===== src/rtl/esfa_op_sequencer_if.sv =====
// Command, response and array-side signal bundle for the ESFA op sequencer.
// The slave modport is the sequencer's view; master is the upstream/array environment.
interface esfa_op_sequencer_if;
  logic       cmd_valid;
  logic       cmd_ready;
  logic [1:0] cmd_op;
  logic [7:0] cmd_handle;
  logic [7:0] cmd_index;
  logic [7:0] cmd_value;

  logic       rsp_valid;
  logic       rsp_ready;
  logic       rsp_hit;
  logic [7:0] rsp_value;

  logic [7:0] arr_selector;
  logic [7:0] arr_queried_handle;
  logic [7:0] arr_new_index;
  logic [7:0] arr_new_value;
  logic       arr_result_bool;
  logic [7:0] arr_result_value;

  modport slave (
    input  cmd_valid, cmd_op, cmd_handle, cmd_index, cmd_value,
    input  rsp_ready,
    input  arr_result_bool, arr_result_value,
    output cmd_ready,
    output rsp_valid, rsp_hit, rsp_value,
    output arr_selector, arr_queried_handle, arr_new_index, arr_new_value
  );

  modport master (
    output cmd_valid, cmd_op, cmd_handle, cmd_index, cmd_value,
    output rsp_ready,
    output arr_result_bool, arr_result_value,
    input  cmd_ready,
    input  rsp_valid, rsp_hit, rsp_value,
    input  arr_selector, arr_queried_handle, arr_new_index, arr_new_value
  );
endinterface


===== src/rtl/esfa_op_sequencer.sv =====
// Front-end sequencer for the 8-cell ESFA array: expands LOOKUP/UPDATE commands
// into per-cycle array selector sequences and returns one response per command.
module esfa_op_sequencer (
  input  logic                        clk,
  input  logic                        reset,
  esfa_op_sequencer_if.slave          bus_io,
  output logic                        busy_o
);

  localparam logic [7:0] SEL_NOP       = 8'd0;
  localparam logic [7:0] SEL_LOOKUP    = 8'd1;
  localparam logic [7:0] SEL_FIND_CODE = 8'd2;
  localparam logic [7:0] SEL_ALLOC     = 8'd5;
  localparam logic [7:0] SEL_FIND_RANK = 8'd6;
  localparam logic [7:0] SEL_WRITE     = 8'd7;

  typedef enum logic [2:0] {
    S_IDLE,
    S_LOOKUP,
    S_CODE,
    S_RANK,
    S_ALLOC,
    S_WRITE,
    S_RESP
  } state_t;

  state_t     state_q, state_d;
  logic [7:0] cmdHandle_q, cmdHandle_d;
  logic [7:0] cmdIndex_q, cmdIndex_d;
  logic [7:0] cmdValue_q, cmdValue_d;
  logic       allocOk_q, allocOk_d;
  logic [7:0] allocH_q, allocH_d;
  logic       rspHit_q, rspHit_d;
  logic [7:0] rspValue_q, rspValue_d;
  logic       cmdReady;

  // Holding off cmd_ready while reset is asserted keeps upstream from seeing a false accept.
  assign cmdReady = (state_q == S_IDLE) && reset;

  always_ff @(posedge clk) begin
    if (!reset) begin
      state_q     <= S_IDLE;
      cmdHandle_q <= 8'd0;
      cmdIndex_q  <= 8'd0;
      cmdValue_q  <= 8'd0;
      allocOk_q   <= 1'b0;
      allocH_q    <= 8'd0;
      rspHit_q    <= 1'b0;
      rspValue_q  <= 8'd0;
    end else begin
      state_q     <= state_d;
      cmdHandle_q <= cmdHandle_d;
      cmdIndex_q  <= cmdIndex_d;
      cmdValue_q  <= cmdValue_d;
      allocOk_q   <= allocOk_d;
      allocH_q    <= allocH_d;
      rspHit_q    <= rspHit_d;
      rspValue_q  <= rspValue_d;
    end
  end

  always_comb begin
    state_d     = state_q;
    cmdHandle_d = cmdHandle_q;
    cmdIndex_d  = cmdIndex_q;
    cmdValue_d  = cmdValue_q;
    allocOk_d   = allocOk_q;
    allocH_d    = allocH_q;
    rspHit_d    = rspHit_q;
    rspValue_d  = rspValue_q;

    unique case (state_q)
      S_IDLE: begin
        if (bus_io.cmd_valid && cmdReady) begin
          cmdHandle_d = bus_io.cmd_handle;
          cmdIndex_d  = bus_io.cmd_index;
          cmdValue_d  = bus_io.cmd_value;
          rspHit_d    = 1'b0;
          rspValue_d  = 8'd0;
          unique case (bus_io.cmd_op)
            2'b00:   state_d = S_LOOKUP;
            2'b01:   state_d = S_CODE;
            default: state_d = S_RESP;
          endcase
        end
      end
      S_LOOKUP: begin
        rspHit_d   = bus_io.arr_result_bool;
        rspValue_d = bus_io.arr_result_value;
        state_d    = S_RESP;
      end
      S_CODE: state_d = S_RANK;
      S_RANK: state_d = S_ALLOC;
      S_ALLOC: begin
        allocOk_d = bus_io.arr_result_bool;
        allocH_d  = bus_io.arr_result_value;
        // A full array skips the write entirely and reports a miss.
        if (bus_io.arr_result_bool) begin
          state_d = S_WRITE;
        end else begin
          rspHit_d   = 1'b0;
          rspValue_d = 8'd0;
          state_d    = S_RESP;
        end
      end
      S_WRITE: begin
        rspHit_d   = 1'b1;
        rspValue_d = allocH_q;
        state_d    = S_RESP;
      end
      S_RESP: begin
        if (bus_io.rsp_ready) state_d = S_IDLE;
      end
      default: state_d = S_IDLE;
    endcase
  end

  always_comb begin
    bus_io.arr_selector       = SEL_NOP;
    bus_io.arr_queried_handle = 8'd0;
    bus_io.arr_new_index      = 8'd0;
    bus_io.arr_new_value      = 8'd0;

    if (state_q != S_IDLE && state_q != S_RESP) begin
      bus_io.arr_queried_handle = cmdHandle_q;
      bus_io.arr_new_index      = cmdIndex_q;
      bus_io.arr_new_value      = cmdValue_q;
    end

    unique case (state_q)
      S_LOOKUP: bus_io.arr_selector = SEL_LOOKUP;
      S_CODE:   bus_io.arr_selector = SEL_FIND_CODE;
      S_RANK:   bus_io.arr_selector = SEL_FIND_RANK;
      S_ALLOC:  bus_io.arr_selector = SEL_ALLOC;
      S_WRITE:  bus_io.arr_selector = SEL_WRITE;
      default:  bus_io.arr_selector = SEL_NOP;
    endcase
  end

  assign bus_io.cmd_ready = cmdReady;
  assign bus_io.rsp_valid = (state_q == S_RESP);
  assign bus_io.rsp_hit   = rspHit_q;
  assign bus_io.rsp_value = rspValue_q;
  assign busy_o           = (state_q != S_IDLE);

endmodule


===== src/flat_wrapper.sv =====
// flat-port wrapper written by rule: the top's interface ports become plain ports
module esfa_op_sequencer_flat 
  (clk, reset, busy_o, bus_io_cmd_valid, bus_io_cmd_op, bus_io_cmd_handle, bus_io_cmd_index, bus_io_cmd_value, bus_io_rsp_ready, bus_io_arr_result_bool, bus_io_arr_result_value, bus_io_cmd_ready, bus_io_rsp_valid, bus_io_rsp_hit, bus_io_rsp_value, bus_io_arr_selector, bus_io_arr_queried_handle, bus_io_arr_new_index, bus_io_arr_new_value);
  esfa_op_sequencer_if bus_io_i ();
  input  logic clk;
  input  logic reset;
  output logic busy_o;
  input wire logic [$bits(bus_io_i.cmd_valid)-1:0] bus_io_cmd_valid;
  input wire logic [$bits(bus_io_i.cmd_op)-1:0] bus_io_cmd_op;
  input wire logic [$bits(bus_io_i.cmd_handle)-1:0] bus_io_cmd_handle;
  input wire logic [$bits(bus_io_i.cmd_index)-1:0] bus_io_cmd_index;
  input wire logic [$bits(bus_io_i.cmd_value)-1:0] bus_io_cmd_value;
  input wire logic [$bits(bus_io_i.rsp_ready)-1:0] bus_io_rsp_ready;
  input wire logic [$bits(bus_io_i.arr_result_bool)-1:0] bus_io_arr_result_bool;
  input wire logic [$bits(bus_io_i.arr_result_value)-1:0] bus_io_arr_result_value;
  output wire logic [$bits(bus_io_i.cmd_ready)-1:0] bus_io_cmd_ready;
  output wire logic [$bits(bus_io_i.rsp_valid)-1:0] bus_io_rsp_valid;
  output wire logic [$bits(bus_io_i.rsp_hit)-1:0] bus_io_rsp_hit;
  output wire logic [$bits(bus_io_i.rsp_value)-1:0] bus_io_rsp_value;
  output wire logic [$bits(bus_io_i.arr_selector)-1:0] bus_io_arr_selector;
  output wire logic [$bits(bus_io_i.arr_queried_handle)-1:0] bus_io_arr_queried_handle;
  output wire logic [$bits(bus_io_i.arr_new_index)-1:0] bus_io_arr_new_index;
  output wire logic [$bits(bus_io_i.arr_new_value)-1:0] bus_io_arr_new_value;
  assign bus_io_i.cmd_valid = bus_io_cmd_valid;
  assign bus_io_i.cmd_op = bus_io_cmd_op;
  assign bus_io_i.cmd_handle = bus_io_cmd_handle;
  assign bus_io_i.cmd_index = bus_io_cmd_index;
  assign bus_io_i.cmd_value = bus_io_cmd_value;
  assign bus_io_i.rsp_ready = bus_io_rsp_ready;
  assign bus_io_i.arr_result_bool = bus_io_arr_result_bool;
  assign bus_io_i.arr_result_value = bus_io_arr_result_value;
  assign bus_io_cmd_ready = bus_io_i.cmd_ready;
  assign bus_io_rsp_valid = bus_io_i.rsp_valid;
  assign bus_io_rsp_hit = bus_io_i.rsp_hit;
  assign bus_io_rsp_value = bus_io_i.rsp_value;
  assign bus_io_arr_selector = bus_io_i.arr_selector;
  assign bus_io_arr_queried_handle = bus_io_i.arr_queried_handle;
  assign bus_io_arr_new_index = bus_io_i.arr_new_index;
  assign bus_io_arr_new_value = bus_io_i.arr_new_value;
  esfa_op_sequencer u_core (.clk(clk), .reset(reset), .bus_io(bus_io_i), .busy_o(busy_o));
endmodule

===== config.mk =====
export PLATFORM = sky130hd
export DESIGN_NAME = esfa_op_sequencer_flat
export DESIGN_NICKNAME = d
export VERILOG_FILES = /design/src/rtl/esfa_op_sequencer_if.sv /design/src/rtl/esfa_op_sequencer.sv /design/src/flat_wrapper.sv
export SDC_FILE = /design/constraint.sdc
export NUM_CORES = 1
export LEC_CHECK = 0
export CAP_MARGIN = 15
export CORE_ASPECT_RATIO = 0.7
export CORE_MARGIN = 10
export CORE_UTILIZATION = 43
export DETAILED_ROUTE_END_ITERATION = 12
export GPL_ROUTABILITY_DRIVEN = 0
export HOLD_SLACK_MARGIN = 0.03
export PLACE_DENSITY = 0.79
export SLEW_MARGIN = 15
export SYNTH_ARGS = -nofsm -noshare
export SYNTH_HDL_FRONTEND = slang
export SYNTH_SLANG_ARGS = --single-unit

===== constraint.sdc =====
create_clock -name clk -period 1.91 [get_ports clk]
set_input_delay 0.382 -clock clk [delete_from_list [all_inputs] [get_ports clk]]
set_output_delay 0.382 -clock clk [all_outputs]
set_load 0.05 [all_outputs]

==> summary.txt, run 1 <==
Global route
  – Vias in the first global route: 1834
  – Largest net degree at the start of global routing: 36
  – First-pass GRT wire length: 9.183 mm
  – Initial antenna violation count: 0
  – Gr usage total: 13.93%
  – Remaining Overflow, GRT: 0

Floorplanning
  – Row cnt: 21
  – Top Ports: 83
  – Initial Utilization: 44.18%
  – Die height: 78.32 um
  – Core ar.: 4730 um2
  – Die area: 8092 um2
  – Die X: 103.3 um

Clock tree
  – Insertion delay of the later-clocked pin in the worst-skew pair: 290 ps
  – Num CTS Buffers: 5
  – Postcts setup bufs: 0
  – Clock Pin Slew Worst Setup and Hold Paths: 80 ps
  – Sink Count: 44
  – CTS H-tree depth: 2
  – Clock Tree Root: clkbuf_8
  – Clock Path Buffers: 2
  – TritonCTS clock tree: done

Worst setup path
  – Crit path max fanout: 24
  – CP Class: flop to primary output
  – Critical Path AT: 1490 ps
  – WP buf/inv: 2
  – R2r setup slk: 350 ps
  – Top delay family on crit path: simple AND/OR/NAND/NOR gates
  – Critical path cell sequence: nor2b_2, nor3_2, buf_12, nor2b_1, buf_6
  – Worst path required time: 1530 ps
  – Crit-path max cell delay: 390 ps
  – Endpoint class of the critical path: primary output
  – Nature of the critical path startpoint: flop
  – CP max-delay cell: dfxtp_4
  – Worst R2R Path Depth: 5
  – FF-to-FF End: u_core.cmdIndex_q[6]$_SDFFE_PN0P_
  – Worst r2r src: u_core.state_q[1]$_SDFFE_PN0P_

Placed design
  – # port buffers: 77
  – DP Wirelength: 4.332 mm
  – Placed instance count: 377
  – Place WS: 65.70 ps

Synth
  – YS warnings: 0
  – Yosys reg bits: 44
  – Predominant post-synthesis flop cell: dfxtp_1
  – Synth top area cells: dfxtp_1, nand2_1, nor2b_1
  – Post-synth cell types: 33
  – Syn Area/Cell: 8.259 um2
  – Area leader, netlist: dfxtp_1
  – Yosys top cell area share: 42.16%
  – Number of synthesized flops with an enable pin: 0
  – Post-synth ARST share: 0%
  – Sequential cell area fraction in the yosys report: 42.16%
  – Post-synthesis cell area: 2090 um2
  – Syn Inst Count: 253

Layout
  – Utilization after layout: 63.73%
  – Share of layout cells above drive strength 1: 21.41%
  – Nets: 366
  – Most frequent cells in the layout: nand2_1, clkdlybuf4s50_1, dfxtp_1
  – Synth-to-Final Area Change: 44.25%
  – Filler instances: 404
  – Antenna Cells: 0
  – Final Instance Count excl. Fillers: 384
  – Commonest non-fill, non-tap cell in the layout: nand2_1

Routing
  – Final ANT Viol Nets: 0
  – Iteration-0 DRC count of the detailed router: 63
  – Via count: 1959
  – Detailed Route WL: 5.927 mm
  – Drt first pass iters: 4
  – DRC viols: 0
  – Post-DR wirelength/cell: 15.43 um
  – Vias per cell: 5.102

STA
  – Ratio of final minimum period to clock period: 98.20%
  – Hold Fails Final Rpt: 0
  – Max Transition Viols Final: 0
  – Crit path time final: 1876 ps
  – Clock skew: 9.971 ps
  – Final worst slack: 34.41 ps
  – Setup-failing EPs final: 0
  – Max Freq: 533.2 MHz
  – Relative slew margins: 66.33%
  – Worst-Margin Slew: 503.5 ps

Power and ir drop
  – Final Total Pwr: 2.886 mW
  – P per Cell Area: 957.4 nW/um2
  – Peak supply drop: 546.6 uV
  – Leak: 1.190 nW

Outcome
  – Status: finished clean

Hold path
  – WHS Endpoint: u_core.cmdIndex_q[1]$_SDFFE_PN0P_
  – WHS Path Cells: 2
  – Worst min-delay path class: flop to flop
  – Hold_sp: u_core.cmdIndex_q[1]$_SDFFE_PN0P_

Flow run
  – Number of max-cap violations: 0
[power by group]
part / switching (mW) / leakage (nW) / internal (mW) / total [mW]
sequential: 0.0672 / 0.360 / 1.02 / 1.08
combinational: 0.741 / 0.789 / 0.512 / 1.25
clock: 0.299 / 0.0410 / 0.249 / 0.548
[routing by layer]
metal | global-route usage [%] | share of wire [%] | routed length, um
met1 | 17.54 | 44 | 2613
met2 | 21.98 | 47 | 2809
met3 | 4.724 | 7.6 | 448
met4 | 4.155 | 0.93 | 55
met5 | 0 | 0 | 0
[metrics by stage]
| stage | setup TNS (ps) | hold WS, ps | instance area [um2] |
|---|---|---|---|
| final | 0 | 451.7 | 3014 |
| after global routing | -34.55 | 465.6 | 3014 |
| after CTS | 0 | 452.9 | 2978 |
| after detailed placement | 0 | 442.0 | 2889 |
| after global placement | 0 | 437.1 | 2889 |
| after floorplan | -2298 | 431.8 | 2107 |
[synthesized netlist by cell type, types with 2 or more instances]
master	instances
nand2_1	59
a21oi_1	25
and3b_1	2
o21ai_0	11
nor2b_1	27
a32oi_1	8
mux2i_1	8
buf_1	2
nor2_1	14
nand3b_1	3
buf_6	3
buf_4	7
buf_2	8
mux2_2	8
dfxtp_1	44
nand2b_1	2
a21o_1	2
clkbuf_1	5
[area by class of cell]
type | count | area (um2) | area share [%]
clock inverters | 1 | 5.005 | 0.1660
repair buffers | 88 | 889.6 | 29.51
well taps | 57 | 71.32 | 2.366
inverters | 2 | 7.507 | 0.2491
flip-flops and latches | 44 | 887.1 | 29.43
multi-input cells | 186 | 1081 | 35.87
clock buffers | 6 | 72.57 | 2.408
[worst register-to-register path, stage by stage (launching register included)]
cell and delay, ps:
dfxtp_2 340, buf_4 210, or4b_1 480, buf_4 230, nand2_1 100, a21oi_1 60
[how the worst max path moves through the flow]
stage | start | end | slack (ps) | cells after the start
finish | u_core.state_q[2]$_SDFFE_PN0P_ | bus_io_arr_new_index[7] | 30 | 5
CTS | u_core.state_q[1]$_SDFFE_PN0P_ | bus_io_arr_new_index[4] | 3 | 5
detailed placement | bus_io_cmd_valid | u_core.cmdIndex_q[6]$_SDFFE_PN0P_ | 70 | 5
floorplan | u_core.state_q[1]$_SDFFE_PN0P_ | bus_io_arr_new_index[0] | -110 | 4
global placement | bus_io_cmd_valid | u_core.cmdHandle_q[6]$_SDFFE_PN0P_ | 110 | 5
global route | u_core.state_q[2]$_SDFFE_PN0P_ | bus_io_arr_new_index[7] | -30 | 5
[registers in the layout, indices dropped and copies added (netlist names)]
signal	flops
u_core.allocH_q	8
u_core.bus_io.rsp_value	8
u_core.cmdHandle_q	8
u_core.cmdIndex_q	8
u_core.cmdValue_q	8
u_core.state_q	3
u_core.bus_io.rsp_hit	1
[logic make-up (layout without fill, tap and decap cells)]
family,count (synthesis),count (layout),synth area share (%)
AOI/OAI and AO/OA,52,52,15.03
buffers and inverters,27,97,7.664
DFF,44,44,42.16
muxes,16,16,8.144
other,1,5,0.1795
and+or+nand+nor,113,113,26.83
[what timing repair did]
item	4_1_cts	5_1_grt
gates resized for setup	4	11
endpoints found under the setup margin	25	26
hold buffers	0	0
Power figures use the tool's default switching activity.
==> inputs of run 2 (changes only) <==
- GPL_ROUTABILITY_DRIVEN: 0 -> unset
==> results of run 2 <==
The final DEF is identical to that of run 1; final timing and power are the same.
